===== config.mk =====
export PLATFORM = sky130hd
export DESIGN_NAME = gf256_div_seq_flat
export DESIGN_NICKNAME = d
export VERILOG_FILES = /design/src/rtl/gf256_pkg.sv /design/src/rtl/gf256_div_seq_if.sv /design/src/rtl/gf256_mul_core.sv /design/src/rtl/gf256_div_seq.sv /design/src/flat_wrapper.sv
export SDC_FILE = /design/constraint.sdc
export NUM_CORES = 1
export LEC_CHECK = 0
export CAP_MARGIN = 30
export CORE_ASPECT_RATIO = 0.9
export CORE_MARGIN = 3
export CORE_UTILIZATION = 47
export DETAILED_ROUTE_END_ITERATION = 10
export PLACE_DENSITY = 0.66
export RECOVER_POWER = 25
export SYNTH_ARGS = -nofsm -noshare
export SYNTH_HDL_FRONTEND = slang
export SYNTH_SLANG_ARGS = --single-unit
export TNS_END_PERCENT = 1

===== constraint.sdc =====
create_clock -name clk -period 5.5 [get_ports clk]
set_clock_uncertainty 0.1 [all_clocks]
set_input_delay 0.825 -clock clk [delete_from_list [all_inputs] [get_ports clk]]
set_output_delay 0.825 -clock clk [all_outputs]
set_load 0.1 [all_outputs]

===== src/rtl/gf256_pkg.sv =====
// gf256_pkg
// Shared definitions for the GF(2^8) arithmetic blocks.
//   GF256_POLY_AES : low 8 bits of the AES field polynomial x^8+x^4+x^3+x+1
//   state_t        : sequencing states of the divider
//   gf_mul         : combinational shift-xor multiply in GF(2^8)
package gf256_pkg;

    localparam logic [7:0] GF256_POLY_AES = 8'h1B;

    typedef enum logic [1:0] {
        IDLE = 2'd0,
        INV  = 2'd1,
        MUL  = 2'd2,
        DONE = 2'd3
    } state_t;

    // Russian-peasant multiply: walk the bits of y, accumulating x and
    // doubling it each step; doubling overflows past x^7 are folded back
    // in by XORing the reduction polynomial.
    function automatic logic [7:0] gf_mul(input logic [7:0] x,
                                          input logic [7:0] y,
                                          input logic [7:0] poly);
        logic [7:0] acc;
        logic [7:0] xx;
        acc = 8'h00;
        xx  = x;
        for (int i = 0; i < 8; i++) begin
            if (y[i]) begin
                acc = acc ^ xx;
            end
            if (xx[7]) begin
                xx = {xx[6:0], 1'b0} ^ poly;
            end else begin
                xx = {xx[6:0], 1'b0};
            end
        end
        return acc;
    endfunction

endpackage


===== src/rtl/gf256_div_seq_if.sv =====
// gf256_div_seq_if
// Operand/result handshake bundle for the GF(2^8) divider.
//   in_valid/in_ready   : operand handshake (a, b)
//   out_valid/out_ready : result handshake (q, div_by_zero)
// Modports: master = producer/consumer side, slave = divider side.
interface gf256_div_seq_if;

    logic       in_valid;
    logic       in_ready;
    logic [7:0] a;
    logic [7:0] b;
    logic       out_valid;
    logic       out_ready;
    logic [7:0] q;
    logic       div_by_zero;

    modport master (
        output in_valid, a, b, out_ready,
        input  in_ready, out_valid, q, div_by_zero
    );

    modport slave (
        input  in_valid, a, b, out_ready,
        output in_ready, out_valid, q, div_by_zero
    );

endinterface


===== src/rtl/gf256_mul_core.sv =====
// gf256_mul_core
// Purely combinational 8x8 multiply in GF(2^8) reduced by POLY.
//   x, y : operands
//   p    : product
module gf256_mul_core
    import gf256_pkg::*;
#(
    parameter logic [7:0] POLY = GF256_POLY_AES
) (
    input  logic [7:0] x,
    input  logic [7:0] y,
    output logic [7:0] p
);

    assign p = gf_mul(x, y, POLY);

endmodule


===== src/rtl/gf256_div_seq.sv =====
// gf256_div_seq
// Sequential GF(2^8) divider, q = a * b^-1.
// b^-1 is formed as b^254 = b^2 * b^4 * ... * b^128 by seven
// square-and-multiply steps, then one more multiply by a.
//   clk   : rising-edge clock
//   rst_n : asynchronous active-low reset
//   bus   : slave side of gf256_div_seq_if
//           (in_valid/in_ready/a/b in, out_valid/out_ready/q/div_by_zero out)
module gf256_div_seq
    import gf256_pkg::*;
#(
    parameter logic [7:0] POLY = GF256_POLY_AES
) (
    input  logic            clk,
    input  logic            rst_n,
    gf256_div_seq_if.slave  bus
);

    state_t     state;
    state_t     state_next;

    logic [7:0] s;
    logic [7:0] r;
    logic [7:0] a_q;
    logic [2:0] cnt;
    logic       dz;

    logic [7:0] q_r;
    logic       div_by_zero_r;
    logic       out_valid_r;
    logic       in_ready_c;

    logic [7:0] sq;
    logic [7:0] mul_y;
    logic [7:0] prod;

    // s*s feeds both the next s and the running product.
    gf256_mul_core #(.POLY(POLY)) u_square (
        .x (s),
        .y (s),
        .p (sq)
    );

    // The second multiplier does r*(s*s) while inverting and is reused
    // for r*a_q in the final step.
    assign mul_y = (state == MUL) ? a_q : sq;

    gf256_mul_core #(.POLY(POLY)) u_product (
        .x (r),
        .y (mul_y),
        .p (prod)
    );

    // State register.
    always_ff @(posedge clk or negedge rst_n) begin
        if (!rst_n) begin
            state <= IDLE;
        end else begin
            state <= state_next;
        end
    end

    // Next-state logic; in_ready is simply "sitting in IDLE".
    always_comb begin
        state_next = state;
        in_ready_c = 1'b0;
        case (state)
            IDLE: begin
                in_ready_c = 1'b1;
                if (bus.in_valid) begin
                    state_next = INV;
                end
            end
            INV: begin
                if (cnt == 3'd6) begin
                    state_next = MUL;
                end
            end
            MUL: begin
                state_next = DONE;
            end
            DONE: begin
                if (bus.out_ready) begin
                    state_next = IDLE;
                end
            end
            default: begin
                state_next = IDLE;
            end
        endcase
    end

    // Datapath: operand capture, the seven squaring steps, the final
    // multiply and holding the result until the consumer takes it.
    // b==0 still runs the full schedule; dz just forces the result to 0.
    always_ff @(posedge clk or negedge rst_n) begin
        if (!rst_n) begin
            s             <= 8'h00;
            r             <= 8'h00;
            a_q           <= 8'h00;
            cnt           <= 3'd0;
            dz            <= 1'b0;
            q_r           <= 8'h00;
            div_by_zero_r <= 1'b0;
            out_valid_r   <= 1'b0;
        end else begin
            case (state)
                IDLE: begin
                    if (bus.in_valid) begin
                        a_q <= bus.a;
                        s   <= bus.b;
                        r   <= 8'h01;
                        dz  <= (bus.b == 8'h00);
                        cnt <= 3'd0;
                    end
                end
                INV: begin
                    s   <= sq;
                    r   <= prod;
                    cnt <= cnt + 3'd1;
                end
                MUL: begin
                    q_r           <= dz ? 8'h00 : prod;
                    div_by_zero_r <= dz;
                    out_valid_r   <= 1'b1;
                end
                DONE: begin
                    if (bus.out_ready) begin
                        out_valid_r <= 1'b0;
                    end
                end
                default: begin
                    out_valid_r <= 1'b0;
                end
            endcase
        end
    end

    assign bus.in_ready    = in_ready_c;
    assign bus.out_valid   = out_valid_r;
    assign bus.q           = q_r;
    assign bus.div_by_zero = div_by_zero_r;

endmodule

===== src/flat_wrapper.sv =====
// flat-port wrapper written by rule: the top's interface ports become plain ports
module gf256_div_seq_flat import gf256_pkg::*;
#(
    parameter logic [7:0] POLY = GF256_POLY_AES
)
  (clk, rst_n, bus_in_valid, bus_a, bus_b, bus_out_ready, bus_in_ready, bus_out_valid, bus_q, bus_div_by_zero);
  gf256_div_seq_if bus_i ();
  input  logic clk;
  input  logic rst_n;
  input wire logic [$bits(bus_i.in_valid)-1:0] bus_in_valid;
  input wire logic [$bits(bus_i.a)-1:0] bus_a;
  input wire logic [$bits(bus_i.b)-1:0] bus_b;
  input wire logic [$bits(bus_i.out_ready)-1:0] bus_out_ready;
  output wire logic [$bits(bus_i.in_ready)-1:0] bus_in_ready;
  output wire logic [$bits(bus_i.out_valid)-1:0] bus_out_valid;
  output wire logic [$bits(bus_i.q)-1:0] bus_q;
  output wire logic [$bits(bus_i.div_by_zero)-1:0] bus_div_by_zero;
  assign bus_i.in_valid = bus_in_valid;
  assign bus_i.a = bus_a;
  assign bus_i.b = bus_b;
  assign bus_i.out_ready = bus_out_ready;
  assign bus_in_ready = bus_i.in_ready;
  assign bus_out_valid = bus_i.out_valid;
  assign bus_q = bus_i.q;
  assign bus_div_by_zero = bus_i.div_by_zero;
  gf256_div_seq #(.POLY(POLY)) u_core (.clk(clk), .rst_n(rst_n), .bus(bus_i));
endmodule

Word level (Yosys, flattened, before mapping) --
Cells that the tools add are included.
Storage, ports and cells: flip-flop bits (word level) 40, logic and storage cells 98, output and inout port bits 11, bits of input ports 20
Cells by class: bitwise logic cells 28, mux-type cells 45, eq/ne operators 7, add/sub/neg operators 1, reductions and logical operators 8
Operators with widths (count):
- 8-bit 2-to-1 mux | 20
- 8-bit bitwise XOR | 14
- 5-bit 2-to-1 mux | 14
- 4-bit inverter | 14
- 8-bit one-hot mux with 2 select lines | 2
- 8-bit logical NOT | 1
- 2-bit one-hot mux with 4 select lines | 1
- 2-bit 2-to-1 mux | 3
- 3-bit one-hot mux with 2 select lines | 1
- 2-bit AND reduction | 3
- 2-bit == test, second input constant | 2
- 2-bit inequality test, second input constant | 2
- 2-bit nonzero test | 2
- 3-bit by 1-bit adder with 3-bit output, second input constant | 1
- 3-bit == test, second input constant | 1
- 3-bit 2-to-1 mux | 1
- 3-bit AND reduction | 1
- 2-bit by 1-bit == test with 1-bit output, second input constant | 1
- 2-bit logical NOT | 1
- 1-bit 2-to-1 mux | 2
- 2-bit by 1-bit inequality test with 1-bit output, second input constant | 1
- 1-bit one-hot mux with 2 select lines | 1

Depth between registers and ports, before layout --
Gate-level depths: netlist of the first run.
depth after elaboration 33, gate-level depth with buffers 13

Cells and area by module --
From an unflattened synthesis of the first run, not the netlist that was laid out.
Second synthesis, totals: cell total of the unflattened synthesis 494, area, all modules 4498.1 sq um
By module, submodules not included:
- gf256_mul_core | area each 1331.3 sq um, cells each 169, times used 2
- gf256_div_seq | area each 1835.5 sq um, cells each 156, times used 1

Worst setup path after synthesis of the first run --
No wires, ideal clock.
path type register -> register, from reg u_core.s[7], to reg u_core.q_r[1], in the netlist u_core.bus.q[1], stages on the path, launching flop included 12, setup slack 2.184 ns, period minus slack after synthesis 3.316 ns, arrival 3.093 ns, data required time 5.277 ns, path through dfrtp_1 -> ha_1 -> buf_6 -> xor3_1 -> nor3_1 -> o311ai_2 -> xnor2_1 -> or3_4 -> a211oi_2 -> a211oi_1 -> or3_1 -> a32o_1
On the way: longest elaborated chain between the ends 32
Ends and longest elaborated chain:
- from (decl) | RTL line gf256_div_seq.sv:22 | logic [7:0] s;
- from (signal assigned) | RTL line gf256_div_seq.sv:111 | s <= bus.b;
- from (signal assigned) | RTL line gf256_div_seq.sv:118 | s <= sq;
- 5-bit 2-to-1 mux | RTL line gf256_pkg.sv:31 | if (xx[7]) begin
- 8-bit bitwise XOR | RTL line gf256_pkg.sv:29 | acc = acc ^ xx;
- 8-bit 2-to-1 mux | RTL line gf256_pkg.sv:28 | if (y[i]) begin
- 8-bit bitwise XOR | RTL line gf256_pkg.sv:29
- 8-bit 2-to-1 mux | RTL line gf256_pkg.sv:28
- 8-bit bitwise XOR | RTL line gf256_pkg.sv:29
- 8-bit 2-to-1 mux | RTL line gf256_pkg.sv:28
- 8-bit bitwise XOR | RTL line gf256_pkg.sv:29
- (+16 left out)
- 8-bit 2-to-1 mux | RTL line gf256_pkg.sv:28
- 8-bit bitwise XOR | RTL line gf256_pkg.sv:29
- 8-bit 2-to-1 mux | RTL line gf256_pkg.sv:28
- 8-bit bitwise XOR | RTL line gf256_pkg.sv:29
- 8-bit 2-to-1 mux | RTL line gf256_pkg.sv:28
- 8-bit bitwise XOR | RTL line gf256_pkg.sv:29
- 8-bit 2-to-1 mux (*) | RTL line gf256_pkg.sv:28
- 8-bit 2-to-1 mux (*) | RTL line gf256_div_seq.sv:123 | q_r <= dz ? 8'h00 : prod;
- to (signal assigned) | RTL line gf256_div_seq.sv:123
- to (decl) | RTL line gf256_div_seq.sv:28 | logic [7:0] q_r;
Every way passes the cells marked *; elsewhere a longest branch is shown, timed or not. A chain may end at the register's enable or synchronous reset.

Worst setup path after layout of the first run --
Ends and elaborated chain as after synthesis.

==> results of run 1 <==
==> metal layers <==
metal	wire [microns]	global-route usage [%]
met5	0	0
met4	139	5.574
met3	718	3.418
met2	5027	36.70
met1	5195	32.71
==> final timing paths <==
kind	slack, ps	end	cells after the start
max	1230	u_core.bus.q[1]	10
min	390	u_core.bus.q[4]	2
max reg2reg	1230	u_core.bus.q[1]	10
min reg2reg	390	u_core.bus.q[4]	2
max in group asynchronous	3040	u_core.s[0]	1
min in group asynchronous	1040	u_core.r[2]	1
==> through the flow <==
step                      std cells  utilization (%)  area, sq um
after floorplan                 489                -         4130
after global placement          602            53.30         4424
after detailed placement        602            53.30         4424
after CTS                       609            54.24         4502
after global routing            609            54.22         4501
final                           609            54.22         4501
==> cell families after synthesis <==
group / count (synthesis) / synth area share, %
AND/OR/NAND/NOR: 166 / 19.60
multiplexers: 18 / 4.665
adder cells (fa/ha/maj): 7 / 2.120
XOR/XNOR: 86 / 22.48
buffers and inverters: 52 / 5.513
flip-flops: 40 / 24.24
AO/OA/AOI/OAI: 120 / 21.39
==> cells in the mapped netlist (all sizes together) (3+ instances only) <==
master / number
a2111o: 3
a2111oi: 3
a211oi: 9
a21oi: 19
a31oi: 4
and2: 4
and3: 5
buf: 18
clkbuf: 16
dfrtp: 40
ha: 7
inv: 18
mux2: 10
mux2i: 8
nand2: 58
nand2b: 11
nand3: 5
nand3b: 3
nand4: 8
nor2: 35
nor2b: 9
nor3: 8
o211a: 5
o21ai: 22
o22ai: 13
o2bb2ai: 5
o31ai: 8
or2: 8
or3: 5
xnor2: 51
xnor3: 10
xor2: 23
==> registers in the layout (all words and copies together), names as in the netlist <==
signal	flops
u_core.bus.out_valid	1
u_core.bus.q	8
u_core.r	8
u_core.dz	1
u_core.cnt	3
u_core.bus.div_by_zero	1
u_core.state	2
u_core.a_q	8
u_core.s	8
==> layout make-up <==
cell class / instances / share of cell area, %
Clock inverter: 1 / 0.1112
Clock buffer: 6 / 1.612
Tap cell: 115 / 3.197
Inverter: 18 / 1.501
Multi-Input combinational cell: 397 / 64.47
Timing Repair Buffer: 32 / 6.867
Sequential cell: 40 / 22.24
==> worst max-delay path, delay by kind of cell, from the launching register on <==
| kind | cells | cell delay, ps |
|---|---|---|
| XOR/XNOR | 1 | 180 |
| flip-flops | 1 | 740 |
| adder cells (fa/ha/maj) | 1 | 430 |
| AO/OA/AOI/OAI | 5 | 1640 |
| AND/OR/NAND/NOR | 2 | 870 |
| multiplexers | 1 | 200 |
==> reports/qor.csv, run 1 <==
metric,value,unit
status,"complete, but fails checks",
failing checks,"max-capacitance violations, max-slew violations",
Worst R2R Start,u_core.s[7],
Routed WL,11080,microns
most frequent cells in the layout,"nand2_1 (58), xnor2_1 (51), dfrtp_1 (40)",
routability cong.,0.9256,
RSZ-0062 raised after global routing,no,
clock sink total,40,
ANT nets after route,0,
initial antenna violation count,0,
vias in the first global route,3475,
syn_area_per_cell,8.446,sq um
Critical Path Max Stage Delay,760,ps
minimum clock period,4274,ps
Via Count,3626,
IO Count,31,
Multi-input gate area,2902,sq um
Initial Util,49.76,%
Max Cap Viol,1,
Detailed Place HPWL,8352,microns
fillcell total,774,
postcts setup bufs,0,
final setup fails,0,
Rows,31,
"Seq/Total Area, Yosys",24.24,%
"top cells by area, synth","dfrtp_1 (24%), xnor2_1 (11%), xnor3_1 (5.5%), nand2_1 (5.3%), xor2_1 (4.7%)",
1st-pass router iterations,5,
pre-CTS setup slack,1284,ps
crit path cell chain,ha_1 > xnor2_1 > o211a_1 > o31ai_2 > mux2i_1 > or3_4 > a211oi_2 > a211oi_1 > or3_1 > a32o_1,
chip width,104.8,microns
crit path kind,flip-flop to flip-flop,
Area Overhead vs Synth,8.967,%
"EDFF count, synth",0,
Synthesized Nets,516,
max-slew violations,41,
Root Driver,clkbuf_8,
synthesis-stage register bit count,40,
CTS resizes,0,
arrival time worst endpoint,4360,ps
Final Cycle Share,77.71,%
top-area cell type share of the netlist area,24.24,%
hold crit path type,flip-flop to flip-flop,
Worst Min Path Start,u_core.bus.q[4],
Worst Max-Slew Pin Slew,2127,ps
Die Area,9950,sq um
sequential cell area,1001,sq um
"most common cell after layout, fill and taps aside",nand2_1,
# diodes,0,
CP required,5590,ps
initial DRC count,301,
Max Fclk,234.0,MHz
H-tree depth,2,
Via density,5.954,
Max Buffers Root-to-Sink,2,
final net count,521,
CP Max Fanout,19,
Hold WS,390.1,ps
largest net degree at the start of global routing,41,
gr ovfl total,0,
CP startpoint kind,flip-flop,
Worst-path clk slew,80,ps
CTS Buf Count,5,
Critical Path Start,u_core.s[7],
DR DRC count,0,
drt wl/cell,18.19,microns
Setup crit end kind,flip-flop,
"Cell Area, Synth",4130,sq um
post-synthesis cell type count,67,
post-synthesis async set-or-reset flop share,100.0,%
Fin. Hold Viols,0,
core area,8300,sq um
clock insertion delay at the later pin of the skew report,300,ps
Slew HR,-41.82,%
Cells after Synth,489,
ys flop type,dfrtp_1,
TritonCTS clock tree,built,
largest area contributor in the netlist,dfrtp_1,
setup TNS,0,ps
"Max stage delay cell, worst path",o31ai_2,
Synth Warn #,0,
post-route setup slack,1226,ps
GR Util All Layers,22.92,%
first-pass GRT wire length,18190,microns
layout cell share with drive strength beyond 1,8.097,%
# hold bufs at CTS,0,
input/output buffers,30,
Die Y-Extent,94.93,microns
Power of run 1 is not shown: default switching activity piles up to over one toggle a cycle in this logic, so the estimate is an artifact.
==> run 2: changes to the inputs <==
Settings changed: PLACE_DENSITY 0.66 to 0.69.
Clock period 5.5 ns to 3.9 ns, I/O delays scaled along.
==> run 2 against run 1 <==
  * Critical path type unchanged
  * Utilization increased by 1.1 points
  * Worst hold slack got worse by 3.2 ps
  * Routed wire length down 1.6%
  * Via count grew 2.4%
  * Critical path depth unchanged
  * The flow still finishes with violations (max-capacitance violations, max-slew violations)
  * Clock-buffer cell count unchanged
  * Non-clock buffer count is 11 higher
  * Die area is the same
  * Final cell count increased by 1.8%
  * Design area grew 2.0%
==> reports/qor.csv, run 2 (same netlist as run 1, synthesis figures left out) <==
metric,value,unit,change
Initial Util,49.76,%,unchanged
GR Util All Layers,22.13,%,-0.78 points
crit-path leading delay family,compound AO/OA/AOI/OAI gates,,
Max Fclk,273.9,MHz,+17%
FF-to-FF path depth,10,,unchanged
vias in the first global route,3432,,-1.2%
final core utilization,55.32,%,+1.1 points
postcts setup bufs,0,,unchanged
Worst Path Buf+Inv,0,,unchanged
CP Max Fanout,7,,-12
setup TNS,0,ps,unchanged
crit path cell chain,ha_1 > xor3_1 > o21a_1 > or2_2 > nand4_1 > nor2_1 > a2111oi_2 > nand4_1 > a2111o_1 > nand3_1,,
Via density,5.989,,+0.58%
"Max stage delay cell, worst path",xor3_1,,
RSZ-0062 raised after global routing,no,,
chip width,104.8,microns,unchanged
most frequent cells in the layout,"nand2_1 (58), xnor2_1 (51), dfrtp_1 (40)",,
Area Overhead vs Synth,11.18,%,
Die Area,9950,sq um,unchanged
Max Cap Viol,1,,unchanged
number of cells on the worst hold path,2,,unchanged
ANT nets after route,0,,unchanged
minimum clock period,3651,ps,-623.0 ps
status,"complete, but fails checks",,
Routed WL,10910,microns,-1.6%
CP required,4030,ps,-1560 ps
1st-pass router iterations,5,,unchanged
Setup crit end kind,flip-flop,,
initial DRC count,327,,+8.6%
Via Count,3713,,+2.4%
Worst Min Path Start,u_core.bus.q[4],,
largest net degree at the start of global routing,41,,unchanged
crit path kind,flip-flop to flip-flop,,
DR DRC count,0,,unchanged
Rows,31,,unchanged
gr ovfl total,0,,unchanged
IO Count,31,,unchanged
input/output buffers,30,,unchanged
hold crit path type,flip-flop to flip-flop,,
Hold Path End,u_core.bus.q[4],,
Slew HR,-40.33,%,+1.5 points
most frequent CP cell,nand4_1,,
TritonCTS clock tree,built,,
Die Y-Extent,94.93,microns,unchanged
Detailed Place HPWL,8361,microns,+0.11%
fillcell total,766,,-1.0%
core area,8300,sq um,unchanged
Final Cycle Share,93.62,%,+16 points
Max Buffers Root-to-Sink,2,,unchanged
Reg2Reg Setup Slack,250,ps,-980 ps
clock sink total,40,,unchanged
Root Driver,clkbuf_8,,
CP startpoint kind,flip-flop,,
# hold bufs at CTS,0,,unchanged
Worst-path clk slew,80,ps,about the same
Reg-to-Reg End,u_core.bus.q[3],,
Worst Max-Slew Pin Slew,2105,ps,-22.43 ps
drt wl/cell,17.59,microns,-3.3%
CTS Buf Count,5,,unchanged
arrival time worst endpoint,3780,ps,-580 ps
failing checks,"max-capacitance violations, max-slew violations",,
Fin. Hold Viols,0,,unchanged
routability cong.,0.9284,,+0.30%
Worst R2R Start,u_core.s[0],,
max-slew violations,41,,unchanged
"most common cell after layout, fill and taps aside",nand2_1,,
first-pass GRT wire length,17800,microns,-2.1%
clock insertion delay at the later pin of the skew report,290,ps,about the same
final net count,532,,+2.1%
initial antenna violation count,0,,unchanged
H-tree depth,2,,unchanged
Critical Path Max Stage Delay,530,ps,-230 ps
final setup fails,0,,unchanged
# diodes,0,,unchanged
layout cell share with drive strength beyond 1,10.50,%,+2.4 points
run 2: cell type report:
| type | instances | area, sq um | share of cell area [%] |
|---|---|---|---|
| Inverter | 18 | 67.56 | 1.471 |
| Timing Repair Buffer | 43 | 391.6 | 8.529 |
| Tap cell | 115 | 143.9 | 3.134 |
| Multi-Input combinational cell | 397 | 2910 | 63.38 |
| Sequential cell | 40 | 1001 | 21.80 |
| Clock buffer | 6 | 72.57 | 1.580 |
| Clock inverter | 1 | 5.005 | 0.1090 |
run 2: stage by stage:
stage	setup WS (ps)	instance area, sq um	cells	hold slack, ps
floorplan	584.3	4130	489	189.4
global placement	305.0	4507	613	365.8
detailed placement	251.0	4507	613	369.0
CTS	204.5	4584	620	337.2
global route	56.51	4592	620	401.8
finish	248.8	4592	620	386.9
run 2: layer usage:
| metal | vias up | track usage [%] | wire, microns |
|---|---|---|---|
| li1 | 1774 | - | - |
| met1 | 1798 | 32.24 | 5216 |
| met2 | 132 | 35.58 | 4996 |
| met3 | 9 | 1.777 | 590 |
| met4 | 0 | 5.902 | 102 |
| met5 | - | 0 | 0 |
run 2: worst register-to-register path: stages (launching register included):
cell and delay, ps:
dfrtp_1 390, ha_1 430, xor3_1 530, o21a_1 260, or2_2 340, nand4_1 120
nor2_1 70, a2111oi_2 440, nand4_1 350, a2111o_1 500, nand3_1 70
run 2: timing repair:
action,in CTS,in global routing
setup endpoints to repair,0,3
hold endpoints to repair,0,0
resized for setup,0,2
run 2: worst max path at each step:
stage | from | endpoint | slack (ps) | cells past startpoint
after floorplan | u_core.s[7] | u_core.bus.q[1] | 580 | 11
after global placement | u_core.s[0] | u_core.bus.q[1] | 310 | 10
after detailed placement | u_core.s[0] | u_core.bus.q[1] | 250 | 10
after CTS | u_core.s[0] | u_core.r[1] | 200 | 10
after global routing | u_core.s[0] | u_core.r[1] | 60 | 10
final | u_core.s[0] | u_core.bus.q[3] | 250 | 10
Power of run 2 is left out for the same reason.
==> run 3: changes to the inputs <==
Settings changed: CAP_MARGIN 30 to default.
==> results of run 3 <==
The final DEF is identical to that of run 2; final timing and power are the same.
Power of run 3 is left out for the same reason.
